## src/rtl/iram_loader.sv

```systemverilog
// Monitor-side loader/dumper for the instruction RAM: packs an rx byte stream into words, or streams words out as tx bytes.
// Optional running byte checksum is built when IRAM_LOADER_CHKSUM_EN is defined.
module iram_loader #(
  parameter int IADR_W = 10,
  parameter int CNT_W  = 11
) (
  input  logic              clk,
  input  logic              rst,
  input  logic              cmd_load,
  input  logic              cmd_dump,
  input  logic [IADR_W-1:0] start_wadr,
  input  logic [CNT_W-1:0]  word_count,
  input  logic [7:0]        rx_data,
  input  logic              rx_valid,
  output logic [7:0]        tx_data,
  output logic              tx_valid,
  input  logic              tx_ready,
  output logic [IADR_W-1:0] i_ram_wadr,
  output logic [31:0]       i_ram_wdata,
  output logic              i_ram_wen,
  output logic [IADR_W-1:0] i_ram_radr,
  input  logic [31:0]       i_ram_rdata,
  output logic              i_read_sel,
  output logic              busy,
  output logic              done,
  output logic [7:0]        chksum
);

  typedef enum logic [2:0] {
    IDLE, LOAD, WRITE, RD_ADR, RD_WAIT, SEND, FIN
  } state_t;

  state_t              state_q, state_d;
  logic [IADR_W-1:0]   adr_q, adr_d;
  logic [CNT_W-1:0]    rem_q, rem_d;
  logic [1:0]          idx_q, idx_d;
  logic [31:0]         shift_q, shift_d;

  always_ff @(posedge clk) begin
    if (rst) begin
      state_q <= IDLE;
      adr_q   <= '0;
      rem_q   <= '0;
      idx_q   <= '0;
      shift_q <= '0;
    end else begin
      state_q <= state_d;
      adr_q   <= adr_d;
      rem_q   <= rem_d;
      idx_q   <= idx_d;
      shift_q <= shift_d;
    end
  end

  // One shift register serves both directions: load shifts bytes in at the top, dump shifts them out at the bottom.
  always_comb begin
    state_d = state_q;
    adr_d   = adr_q;
    rem_d   = rem_q;
    idx_d   = idx_q;
    shift_d = shift_q;
    case (state_q)
      IDLE: begin
        if (cmd_load || cmd_dump) begin
          adr_d = start_wadr;
          rem_d = word_count;
          idx_d = '0;
          if (word_count == '0)
            state_d = FIN;
          else if (cmd_load)
            state_d = LOAD;
          else
            state_d = RD_ADR;
        end
      end
      LOAD: begin
        if (rx_valid) begin
          shift_d = {rx_data, shift_q[31:8]};
          idx_d   = idx_q + 2'd1;
          if (idx_q == 2'd3)
            state_d = WRITE;
        end
      end
      WRITE: begin
        adr_d   = adr_q + IADR_W'(1);
        rem_d   = rem_q - CNT_W'(1);
        state_d = (rem_q == CNT_W'(1)) ? FIN : LOAD;
      end
      RD_ADR: state_d = RD_WAIT;
      RD_WAIT: begin
        shift_d = i_ram_rdata;
        idx_d   = '0;
        state_d = SEND;
      end
      SEND: begin
        if (tx_ready) begin
          shift_d = {8'h00, shift_q[31:8]};
          idx_d   = idx_q + 2'd1;
          if (idx_q == 2'd3) begin
            adr_d   = adr_q + IADR_W'(1);
            rem_d   = rem_q - CNT_W'(1);
            state_d = (rem_q == CNT_W'(1)) ? FIN : RD_ADR;
          end
        end
      end
      FIN:     state_d = IDLE;
      default: state_d = IDLE;
    endcase
  end

  assign i_ram_wen   = (state_q == WRITE);
  assign i_ram_wadr  = adr_q;
  assign i_ram_wdata = shift_q;
  assign i_ram_radr  = adr_q;
  assign i_read_sel  = (state_q == RD_ADR) || (state_q == RD_WAIT) || (state_q == SEND);
  assign tx_valid    = (state_q == SEND);
  assign tx_data     = shift_q[7:0];
  assign busy        = (state_q != IDLE);
  assign done        = (state_q == FIN);

`ifdef IRAM_LOADER_CHKSUM_EN
  logic [7:0] chk_q, chk_d;

  always_comb begin
    chk_d = chk_q;
    if (state_q == IDLE && (cmd_load || cmd_dump))
      chk_d = '0;
    else if (state_q == LOAD && rx_valid)
      chk_d = chk_q + rx_data;
    else if (state_q == SEND && tx_ready)
      chk_d = chk_q + shift_q[7:0];
  end

  always_ff @(posedge clk) begin
    if (rst) chk_q <= '0;
    else     chk_q <= chk_d;
  end

  assign chksum = chk_q;
`else
  assign chksum = 8'h00;
`endif

endmodule

```

## config.mk

```make
export PLATFORM = sky130hd
export DESIGN_NAME = iram_loader
export DESIGN_NICKNAME = d
export VERILOG_FILES = /design/src/rtl/iram_loader.sv
export SDC_FILE = /design/constraint.sdc
export NUM_CORES = 1
export LEC_CHECK = 0
export CORE_MARGIN = 3
export CORE_UTILIZATION = 40
export DETAILED_ROUTE_END_ITERATION = 12
export PLACE_DENSITY = 0.77
export SKIP_LAST_GASP = 1
export SLEW_MARGIN = 5
export SYNTH_ARGS = -nofsm -noshare
export SYNTH_HDL_FRONTEND = slang
export SYNTH_SLANG_ARGS = --single-unit
export TNS_END_PERCENT = 1
```

## constraint.sdc

```tcl
create_clock -name clk -period 1.8 [get_ports clk]
set_clock_uncertainty 0.2 [all_clocks]
set_input_delay 0.27 -clock clk [delete_from_list [all_inputs] [get_ports clk]]
set_output_delay 0.27 -clock clk [all_outputs]
set_load 0.03 [all_outputs]
```

Yosys cells after proc, flatten, opt, wreduce, memory -nomap -nowiden:

Cells that the tools add are included.

* flip-flop bits (word level): 58
* logic and storage cells: 59
* input bits: 67

* equal/unequal tests: 13
* muxes and demuxes: 25
* add/subtract/negate cells: 3
* reduce and logical (&&, ||, !) cells: 13

Operators with widths (number)
* case mux 32 bit (3 select lines): 1
* two-way mux 32 bit: 2
* two-way mux 11 bit: 3
* case mux 11 bit (3 select lines): 1
* two-way mux 10 bit: 3
* case mux 10 bit (3 select lines): 1
* two-way mux 3 bit: 8
* case mux 3 bit (6 select lines): 1
* == test 11 x 1 -> 1 bit, second input constant: 1
* zero test 11 bit: 1
* subtractor 11 x 1 -> 11 bit, second input constant: 1
* adder 10 x 1 -> 10 bit, second input constant: 1
* == test 3 bit, second input constant: 3
* nonzero test 3 bit: 3
* two-way mux 2 bit: 4
* case mux 2 bit (4 select lines): 1
* AND reduction 4 bit: 2
* == test 3 x 2 -> 1 bit, second input constant: 2
* inequality test 2 bit, second input constant: 3
* AND reduction 5 bit: 1
* inequality test 2 x 1 -> 1 bit, second input constant: 2
* nonzero test 4 bit: 1
* == test 3 x 1 -> 1 bit, second input constant: 1
* zero test 3 bit: 1
* 4 further kinds: 6

Logic depth before layout (Yosys ltp):

Gate-level depths: netlist (run 1).

* word-level depth: 5
* depth in mapped cells: 7

Least setup slack after synthesis (run 1):

No wires, ideal clock.

* kind: register to register
* from: reg adr_q[0] (netlist: i_ram_radr[0])
* to: reg adr_q[8] (netlist: i_ram_radr[8])
* arrival time: 1.620 ns
* buffers on the path: 0
* cell stages (with the launch flop): 6
* clock period less this slack: 1.938 ns
* required time: 1.481 ns
* slack: -0.138 ns
* cells stage by stage: dfxtp_1 ha_1 and4_1 nand2_1 mux2_2 o221a_2

* longest elaborated chain between the ends: 4

RTL lines
* start, declared: RTL line 34 `logic [IADR_W-1:0] adr_q, adr_d;`
* start signal, assigned: RTL line 48 `adr_q <= adr_d;`
* adder 10 x 1 -> 10 bit *: RTL line 85, 100
* two-way mux 10 bit: RTL line 99 `if (idx_q == 2'd3) begin`
* two-way mux 10 bit: RTL line 96 `if (tx_ready) begin`
* case mux 10 bit (3 select lines) *: RTL line 62 `case (state_q)`

Mark *: on every way between the ends. The rest lies on a longest branch, timed or not. The select of a mux whose other input is x is not followed.
A chain may end at the register's enable or synchronous reset.

Worst setup path in the final report (run 1):

* from: reg state_q[2]
* to: out busy

* longest elaborated chain between the ends: 1

RTL lines
* start, declared: RTL line 33 `state_t state_q, state_d;`
* start signal, assigned: RTL line 47 `state_q <= state_d;`
* nonzero test 3 bit: RTL line 118 `assign busy = (state_q != IDLE);`
* end, declared: RTL line 24 `output logic busy,`

Every way passes these cells.

==> results by stage, run 1 <==
Yosys:
- The commonest register cell after synthesis is dfxtp_1.
- Summed over its instances, the top area cell type makes up 31.4% of the synthesized netlist area.
- For this run, asynchronously set or reset flops after synthesis account for 0%.
- In this run, synthesis produced a sequential element count of 58.
- The cell count after synthesis is approximately 420.
- The number of warnings reported in the yosys synthesis log is 0.
- The post-synthesis cell area is roughly 3700 µm².
- For this run, the register share of the synthesized area comes to 31.4%.
- A synthesized cell averages 8.72 µm².
- Summed over all instances, the cell type with the most area after synthesis is dfxtp_1.
- The count of distinct cell types in the synthesized netlist is 63.
- The number of flops mapped to enable cells by yosys is 0.
- Ranked by total cell area, the synthesized netlist is headed by dfxtp_1 31%, mux2i_1 7.3%, buf_4 6.5%.

Run:
- The tool flagged a number of max-cap violations equal to 0.

Power:
- In this run the power density over the cells is about 1100 nW/µm².
- The design draws between 6 and 7 mW.
- The largest voltage drop on the vdd net is 0.552 mV.
- In this run the static leakage power is 2.02 nW.

CTS:
- The H-tree depth reported by CTS is 3.
- The clock reaches the later pin of the worst-skew pair after 0.33 ns.
- The buffer depth of the longest clock path is 2.
- TritonCTS built the clock tree.
- The clock-pin slew of the registers on the worst-case setup and hold paths is 0.08 ns.
- The total CTS buffers is 9.
- The number of hold buffers added after CTS was 0.
- The number of clock sinks is 58.
- The buffer type at the clock tree root is clkbuf_8.

Setup path:
- The most prevalent standard cell on the critical path is buf_4.
- The critical path start-end classification is register to primary output.
- In this design, the stage delay of the slowest critical-path cell is 0.37 ns.
- In this run the critical register-to-register path is captured at i_ram_radr[4].
- For the worst setup path, the data required time is 1.33 ns.
- The combined buffer and inverter count along the critical path is 3.
- The startpoint of the most critical register-to-register path is idx_q[0].
- The type of element capturing the critical path is a primary output.
- The slowest stage of the critical path belongs to the cell or3_4.
- The data arrival time of the critical path is about 1.5 ns.
- Among cell families on the critical path, the largest total delay comes from buffers and inverters.
- Traced cell by cell, the critical path runs through buf_6, or3_4, buf_4, buf_4.
- The critical-path maximum fanout is 10.
- The slack of the worst reg-to-reg path is -0.16 ns.
- The worst setup path is launched from a register.
- The count of cells along the worst register-to-register path is 7.

Route:
- For this run, design rule violations remaining after detail routing come to 0.
- The number of nets still failing antenna checks after routing is 0.
- The total wirelength of the detailed-routed design is 12100 µm.
- In the routed layout, each cell is associated on average with a via count of 5.90.
- The routed length per instance is roughly 18 µm.
- The initial detailed-routing violation count is 235.
- The count of TritonRoute iterations in the first routing pass is 6.
- The total number of vias is 4055.

Outcome:
- The run finished, with violations left.
- The final reports fail on negative setup slack.

Place:
- In this run the tool buffered the top-level ports with 131 buffer cells.
- The final weighted congestion in routability-driven placement is 0.979.
- The sum of net half-perimeters after detailed placement is 9040 µm.
- The number of placed instances, taps included is 669.

Final layout:
- In the final layout, the multi-input gates occupy 2120 µm².
- The number of antenna diodes in the final layout is 0.
- Summing all flip-flop and latch instances after layout gives 1170 µm².
- Of the cells placed in the final design, the portion with a size suffix greater than 1 is 19.3%.
- Once layout is complete, the cells apart from fillers number around 690.
- The final-stage net count is roughly 650.
- The total of fill cells in the finished design is 753.
- The area overhead of the layout relative to synthesis is 50.5%.

Hold path:
- The worst-case hold path end point is rem_q[1].
- The worst min-delay path category is primary input to register.
- Counting instances, the worst hold path has a depth of 3.
- The worst hold path begins at rst.

Global route:
- The global-route wire length before repair is 19100 µm.
- The number of global-route vias before repair is 3898.
- Global routing consumed, over all layers together, 22.7% of the routing resources.
- The number of antenna violations at the first check in global routing came to 0.
- The total overflow left after global routing is 0.
- The largest net degree at the start of global routing is 56.

Die:
- The die covers 10400 µm².
- The number of rows created at floorplan is 34.
- After floorplanning, the core was sized to cover 8850 µm².
- The number of top-level pins is 140.
- The initial cell density of the core is 41.8%.
- From bottom edge to top edge, the die measures ~100 µm.
- The width of the chip is 102 µm.

STA:
- Setup repair after global routing could not meet its margin everywhere.
- Setup violations remaining at the end of the flow were counted as approximately 110.
- The total count of max-transition violations in the final report is 0.
- The smallest clock period supported by the final layout is computed as 2.01 ns.
- The final hold violation count is 0.
- The transition at the pin with the smallest max-transition slack is 0.620 ns.
- Once routing completed, OpenROAD measured the worst setup slack at -0.209 ns.
- After layout, the worst path uses 112% of the clock period.
- The worst pin sits at a relative slew slack of between 50% and 60%.
- Based on the critical path, the design can be clocked at up to ~0.50 GHz.
==> cell type report <==
| type | instances | share of cell area [%] |
|---|---|---|
| multi-input combinational | 297 | 38.2 |
| clock buffer | 10 | 2.47 |
| clock inverter | 6 | 0.720 |
| sequential | 58 | 21.0 |
| inverter | 11 | 1.01 |
| tap | 108 | 2.43 |
| timing repair buffer | 197 | 34.2 |
==> cell families (layout without fill, tap and decap cells) <==
group	Yosys count	count (layout)	synth area share (%)
AOI/OAI and AO/OA	151	151	29.8
and+or+nand+nor	105	105	16.8
DFF	58	58	31.4
buffers and inverters	76	224	12.6
adders and majority gates	4	4	1.35
other	1	8	0.101
muxes	29	29	7.92
==> Yosys cell counts (all sizes together), types with 2 or more instances <==
library cell,count
nor3,14
o22ai,4
nor3b,8
a22o,2
a21oi,46
o21ai,11
a211oi,15
mux2i,27
mux2,2
o31a,5
dfxtp,58
or3,5
clkbuf,18
buf,47
a31oi,5
nand4,3
nand2b,5
and4,2
o211ai,2
a311oi,26
and3,6
nor4,5
nand2,21
and2,3
o32ai,12
inv,10
or4,2
ha,4
nand3,15
nor2,10
a2111oi,11
o2111ai,2
a221oi,2
==> worst max path at each step <==
stage | from | to | slack (ns) | cells past startpoint
3_5_place_dp | tx_ready | i_ram_radr[4] | -0.43 | 7
5_1_grt | i_ram_radr[5] | i_ram_wadr[5] | -0.27 | 1
2_1_floorplan | state_q[2] | i_ram_radr[8] | -0.04 | 5
4_1_cts | state_q[1] | i_read_sel | -0.22 | 5
6_report | state_q[2] | busy | -0.21 | 4
3_3_place_gp | tx_ready | i_ram_radr[4] | -0.34 | 7
==> registers in the layout, summed over array words and instances (netlist names) <==
register and flops:
i_ram_wdata 32, i_ram_radr 10, idx_q 2, rem_q 11, state_q 3
==> where the power goes <==
group          internal [mW]  switching (mW)
combinational           1.57            1.89
sequential              1.56           0.260
clock                  0.537           0.558
==> per-stage QoR <==
step / TNS (ns) / hold slack (ns) / setup WS [ns] / cell area (µm²) / util (%)
2_1_floorplan: -0.138 / 0.222 / -0.0387 / 3750 / -
3_3_place_gp: -11.85 / 0.263 / -0.343 / 5350 / 60.4
3_5_place_dp: -14.76 / 0.277 / -0.429 / 5350 / 60.4
5_1_grt: -15.95 / 0.239 / -0.272 / 5560 / 62.9
6_report: -7.79 / 0.225 / -0.209 / 5560 / 62.9
4_1_cts: -9.17 / 0.224 / -0.217 / 5560 / 62.8
==> cell usage in the layout, fill, tap and decap left out, drive strengths merged, types with 6 or more instances in the layout <==
cell type      netlist  routed
clkdlybuf4s50        0     123
buf                 47      72
dfxtp               58      58
a21oi               46      46
mux2i               27      27
a311oi              26      26
nand2               21      21
nand3               15      15
a211oi              15      15
nor3                14      14
o32ai               12      12
inv                 10      12
o21ai               11      11
a2111oi             11      11
clkbuf              18      10
nor2                10      10
nor3b                8       8
conb                 1       8
and3                 6       6
==> repair_timing <==
| action | 4_1_cts | 5_1_grt |
|---|---|---|
| resized for setup | 5 | 3 |
| setup endpoints to repair | 102 | 121 |
| setup buffers | 2 | 0 |
==> tightest hold or removal path, stage by stage <==
cell and delay, ns:
buf_2 0.11, buf_12 0.25, a21oi_1 0.07
==> layer usage <==
metal,vias to the layer above,GRT usage [%],share of wire (%)
li1,1929,-,-
met1,1925,29.3,43
met2,174,38.5,50
met3,27,3.34,5.0
met4,0,8.48,1.9
met5,-,0,0
(Power assumes the default switching activity.)
==> run 2, diff against run 1 <==
- GPL_TIMING_DRIVEN: default -> 0
- REMOVE_ABC_BUFFERS: default -> 1
==> results by stage, run 2 (synthesis gave the netlist of run 1 again) <==
Final layout:
- After filler insertion, the fill cell instance count of the layout stands at 779.
- The sequential cells in the finished layout cover a total of 1170 µm².
- The count of inserted antenna diode cells is 0.
- The finished cells cover 5250 µm².
- The number of flip-flops in the largest register is 32.
- For this run, the post-layout net count is 600.
- Compared with the post-synthesis result, the final layout area differs by 42.0%.
- Excluding fillers, the count of instances in the completed layout stands at 642.
- The post-route netlist has 13.3% of its cells at a drive strength greater than 1.
- The commonest non-fill, non-tap cell in the layout is clkdlybuf4s50_1.
- In the layout the commonest cells are 124 x clkdlybuf4s50_1, 55 x dfxtp_1, 46 x a21oi_1, 27 x mux2i_1, 26 x a311oi_1.
- Summing all multi-input logic gate instances after layout gives 2160 µm².

Route:
- The initial detailed-routing violation count is around 270.
- Dividing the detail-routed via count by the number of cells gives 6.15.
- In the final routed layout, each cell accounts on average for 18.8 µm.
- The count of TritonRoute iterations in the first routing pass is 5.
- The detail route stage leaves a number of antenna-violating nets equal to 0.
- Wires add up to 12100 µm.
- The number of DRC violations after detailed routing is 0.
- The total number of vias is 3947.

CTS:
- The clock latency at the later pin of the worst-skew pair is about 0.35 ns.
- The H-tree depth reported by CTS is 3.
- Clock-pin slew was measured on the worst setup and hold paths at 0.07 ns.
- TritonCTS built the clock tree.
- TritonCTS created 9 clock buffers.
- The buffer type at the clock tree root is clkbuf_8.
- The buffer depth of the longest clock path is 2.
- The tree built by TritonCTS fans out to 58 sinks.
- For this design, the CTS-stage hold fixing added 0 buffers.

Global route:
- Entering global routing, the biggest net connects 59 pins.
- The number of global-route vias before repair is roughly 3600.
- The overall overflow remaining after global route is 0.
- The global-route usage over all layers is 22.3%.
- The number of antenna violations at the first check in global routing is 0.
- The global-route wire length before repair is ~18000 µm.

Die:
- The number of top-level pins is 140.
- The initial cell density of the core is 41.8%.
- The floorplan step set the die height to 102 µm.
- The width of the chip is 102 µm.
- The die outline area is 10400 µm².
- The floorplan has 34 rows.
- The floorplan core area is around 8800 µm².

Place:
- The number of placed instances, taps included is 607.
- The final weighted congestion in routability-driven placement is 0.845.
- OpenSTA, run right after detailed placement, puts the worst setup slack at -1.28 ns.
- Detailed placement finished with a half-perimeter wire length of 7890 µm.
- Summing all placed instances gives a cell area of 4800 µm².
- The count of buffers from port buffering is 131.

Run:
- The max-capacitance violation count is 0.

Power:
- The analysis attributes to cell leakage a power of 1.80 nW.
- The ratio of total power to cell area is around 1200 nW/µm².
- The largest voltage drop on the vdd net is 0.677 mV.

STA:
- Across all setup checks in the final design, the least slack found is -0.249 ns.
- The transition at the pin with the smallest max-transition slack is 0.672 ns.
- The minimum period implied by the final worst setup slack is 2.05 ns.
- Setup repair after global routing could not meet its margin everywhere.
- Dividing the final minimum period by the clock period gives 114%.
- The final setup TNS is -11.88 ns.
- Setup violations remaining at the end of the flow were counted as approximately 110.
- The final hold violation count is 0.
- The total count of max-transition violations in the final report came to 0.
- Measured against its own limit, the worst slew margin works out to 55.2%.
- Based on the critical path, the design can be clocked at up to 0.488 GHz.

Setup path:
- The critical path is of the register to register type.
- The cell class contributing the biggest share of worst-path delay is simple AND/OR/NAND/NOR gates.
- The worst setup path is launched from a register.
- The startpoint of the most critical register-to-register path is state_q[1].
- Along the worst path, the maximum fanout reaches 6.
- The largest individual stage delay along the critical path comes from the cell or4_4.
- The combined buffer and inverter count along the critical path is 2.
- In this design, the stage delay of the slowest critical-path cell is 0.46 ns.
- The data arrival time of the critical path is 2.10 ns.
- The required time of the worst setup path is 1.86 ns.
- The launch point of the worst path is state_q[1].
- The worst setup path is captured at a register.
- The critical path goes through buf_2, or4_4, o22ai_4, bufbuf_16, a211oi_1, o32ai_1.

Outcome:
- The checks that failed: negative setup slack.
- The run finished, with violations left.

Hold path:
- In this run the worst hold path is classified as register to register.
- The startpoint of the lowest-slack hold path is idx_q[1].
==> run 2: routing by layer <==
| layer | vias to the layer above | track usage, % | share of wire [%] |
|---|---|---|---|
| met5 | - | 0 | 0 |
| met4 | 0 | 9.89 | 1.7 |
| met1 | 1832 | 29.7 | 42 |
| met2 | 251 | 34.9 | 46 |
| met3 | 22 | 4.51 | 10 |
| li1 | 1842 | - | - |
==> run 2: report_power, final <==
part	switching, mW	internal [mW]	total, mW
clock network	0.565	0.673	1.24
registers	0.319	1.56	1.88
logic	1.79	1.32	3.11
==> run 2: final timing paths <==
| path | endpoint | slack, ns | cells after the start |
|---|---|---|---|
| setup / recovery | rem_q[9] | -0.25 | 6 |
| hold / removal | idx_q[1] | 0.28 | 2 |
| setup reg to reg | rem_q[9] | -0.25 | 6 |
| hold reg to reg | idx_q[1] | 0.28 | 2 |
==> run 2: area by class of cell <==
| type | count | area share (%) |
|---|---|---|
| sequential | 58 | 22.3 |
| tap | 108 | 2.57 |
| clock inverter | 5 | 1.02 |
| multi-input combinational | 298 | 41.1 |
| inverter | 11 | 1.31 |
| clock buffer | 11 | 2.69 |
| timing repair buffer | 151 | 29.0 |
==> run 2: what timing repair did <==
item	CTS	global route
pin swaps	3	2
cloned	2	0
endpoints found under the setup margin	123	123
resized for setup	42	3
setup buffers	13	4
==> run 2: per-stage QoR <==
stage          utilization [%]  hold slack [ns]  total power, mW
2_1_floorplan                -            0.139             3.64
3_3_place_gp              53.8            0.261             4.71
3_5_place_dp              54.3            0.274             4.78
4_1_cts                   58.8            0.283             6.18
5_1_grt                   59.3            0.294             6.53
6_report                  59.3            0.280             6.22
==> run 2: tightest hold or removal path: cells and delay by family, from the launching register on <==
kind | cells | cell delay (ns)
flip-flops | 1 | 0.31
AO/OA/AOI/OAI | 2 | 0.13
==> run 3, diff against run 2 <==
- PLACE_DENSITY: 0.77 -> 0.74
- clock period: 1.8 -> 2.5 ns (I/O delays scaled with it)
==> results by stage, run 3 (synthesis gave the netlist of run 1 again) <==
Power:
- Dividing total power by cell area gives a power density of 860 nW/µm².
- In this run the static leakage power is approximately 1.7 nW.
- The largest voltage drop on the vdd net is 0.458 mV.

Setup path:
- The launch point of the worst path is state_q[1].
- At the worst endpoint, the arrival time is 1.95 ns.
- In this run the critical register-to-register path is launched from state_q[1].
- The worst register-to-register path ends at i_ram_radr[8].
- The critical path endpoint is i_read_sel.
- The worst setup path is launched from a register.
- The critical path start-end classification is register to primary output.
- The slack of the worst reg-to-reg path is ~0.04 ns.
- The count of cells along the worst register-to-register path is 4.
- Along the worst path, the maximum fanout reaches 58.
- The worst setup path is captured at a primary output.
- The required time of the worst setup path is 1.92 ns.

STA:
- Static timing analysis puts the maximum clock frequency at around 0.40 GHz.
- At the pin with the least slew margin, the transition time is 0.833 ns.
- The hold slack is roughly 0.29 ns.
- In this run the tightest slew margin relative to its limit is 44.4%.
- Setup repair after global routing could not meet its margin everywhere.
- The final hold violation count is 0.
- The number of endpoints failing setup at the final stage is 1.
- In the finished design, the share of the clock period the worst path needs comes to 101%.
- The routed design could run at a clock period as short as roughly 2.5 ns.
- The total count of max-transition violations in the final report is 0.
- For the final routed database, the setup TNS stands at -0.0250 ns.
- The final worst slack is -0.0250 ns.

Global route:
- The number of global-route vias before repair came to 3548.
- Entering global routing, the biggest net connects between 50 and 60 pins.
- The overall overflow remaining after global route is 0.
- The met2 track demand over resource in global routing is 32.7%.
- The global-route usage over all layers is 21.4%.
- The number of antenna violations at the first check in global routing is 0.
- Global routing consumed, on the met3 layer, 5.46% of the routing resources.
- The global-route wire length before repair is 18100 µm.
- In this run the most used layer during global routing was met2.
- The met1 usage is 30.1%.

Route:
- Dividing the detail-routed wire length by the instance count gives 18.6 µm.
- The initial detailed-routing violation count is 195.
- The average vias per placed instance is just over 6.
- The number of DRC violations after detailed routing is 0.
- Summing over every cut layer, the via total after detailed routing is roughly 3800.
- The number of nets still failing antenna checks after routing is 0.
- After detailed routing, the total wire length is 11600 µm.
- The pre-antenna-repair detailed-routing pass consisted of 4 iterations.

CTS:
- The number of clock sinks is 58.
- The clock tree synthesis step divided the H-tree into 3 levels.
- For the worst-skew pair, the clock arrives at the later sink with an insertion delay of around 0.33 ns.
- The longest clock path from root to sink contains 2 buffers.
- TritonCTS built the clock tree.
- The total CTS buffers is 9.
- After clock tree synthesis, the clock-pin slew on the worst setup and hold paths is 0.06 ns.
- The cell sitting at the root of the clock tree is a clkbuf_8.

Final layout:
- 0 antenna diodes ended up in the layout.
- The filler-free cell count of the finished design is 623.
- The sequential cells in the finished layout cover a total of 1170 µm².
- The library cells used most frequently in the layout, excluding fill and tap cells, are 127 x clkdlybuf4s50_1, 55 x dfxtp_1, 46 x a21oi_1, 27 x mux2i_1, 26 x a311oi_1.
- The filler cells instantiated in the layout total 812.
- Relative to the synthesized area, the layout overhead comes to 35.9%.
- The proportion of layout cells with a drive suffix above 1 is 8.35%.
- The register with the most flip-flops in the layout has 32 of them.
- Cells fill between 50% and 60% of the core in the end.
- The multi-input combinational cells in the finished layout cover a total of 2110 µm².
- The commonest non-fill, non-tap cell in the layout is clkdlybuf4s50_1.
- The final layout contains 582 nets.

Place:
- The count of buffers added on input and output ports is 131.
- The sum of net half-perimeters after detailed placement is 7820 µm.
- Counting tap cells, the placed design contains a total of 607 instances.
- Prior to clock tree synthesis, the placed netlist has a worst setup slack of -0.695 ns.
- The final weighted congestion in routability-driven placement is approximately 0.86.

Outcome:
- The checks that failed: negative setup slack.
- The flow ran to the end, but the final reports show violations.

Hold path:
- Counting instances, the worst hold path has a depth of 2.
- The min-delay analysis places its worst path in the category register to register.

Die:
- In this run the core area contains 34 standard-cell rows.
- The height of the die is roughly 100 µm.
- The number of top-level pins is 140.
- Once the floorplan was initialized, standard cells occupied 41.8% of the core.
- The width of the chip is 102 µm.
- The die outline area is 10400 µm².
- After floorplanning, the core was sized to cover around 8800 µm².

Run:
- The max-capacitance violation count is 0.
-- run 3: cell count changes in the layout (fill, tap and decap cells not counted), moves of 2 or more --
| cell | before | now |
|---|---|---|
| buf_4 | 14 | 0 |
| buf_2 | 5 | 1 |
| clkdlybuf4s50_1 | 124 | 127 |
| buf_12 | 3 | 1 |
-- run 3: area by class of cell --
type                       count  share of cell area, %
tap                          108                   2.69
sequential                    58                   23.3
clock buffer                  12                   2.89
clock inverter                 3                  0.797
multi-input combinational    298                   42.1
timing repair buffer         133                   27.0
inverter                      11                   1.22
-- run 3: through the flow --
| step | cell area [µm²] | total power [mW] |
|---|---|---|
| 3_5_place_dp | 4800 | 3.44 |
| 4_1_cts | 5000 | 4.31 |
| 5_1_grt | 5020 | 4.56 |
| 3_3_place_gp | 4760 | 3.39 |
| 2_1_floorplan | 3310 | 2.62 |
| 6_report | 5020 | 4.32 |
-- run 3: worst min path at each step --
stage	from	slack (ns)	end
global placement	idx_q[1]	0.27	idx_q[1]
floorplan	rst	0.24	idx_q[0]
detailed placement	rem_q[10]	0.28	rem_q[10]
global route	rem_q[8]	0.30	rem_q[8]
finish	rem_q[10]	0.29	rem_q[10]
CTS	rem_q[10]	0.29	rem_q[10]
-- run 3: power by group --
| part | internal [mW] | switching [mW] |
|---|---|---|
| registers | 1.12 | 0.252 |
| clock network | 0.480 | 0.378 |
| logic | 0.871 | 1.21 |
-- run 3: critical path, cell delays in order, from the launching register on --
cell	delay, ns
dfxtp_4	0.50
inv_6	0.19
or3_1	0.44
nand2_1	0.08
clkdlybuf4s15_1	0.37
-- run 3: what timing repair did --
| item | in CTS | in global routing |
|---|---|---|
| hold buffers | 0 | 0 |
| setup buffers | 0 | 0 |
| cloned | 0 | 1 |
| pin swaps | 0 | 1 |
| gates resized for setup | 12 | 3 |
| endpoints found under the setup margin | 28 | 8 |
-- run 3: metal layers --
layer	up-vias	part of all wire, %
li1	1795	-
met1	1799	45
met2	227	44
met3	13	9.5
met4	0	1.1
met5	-	0
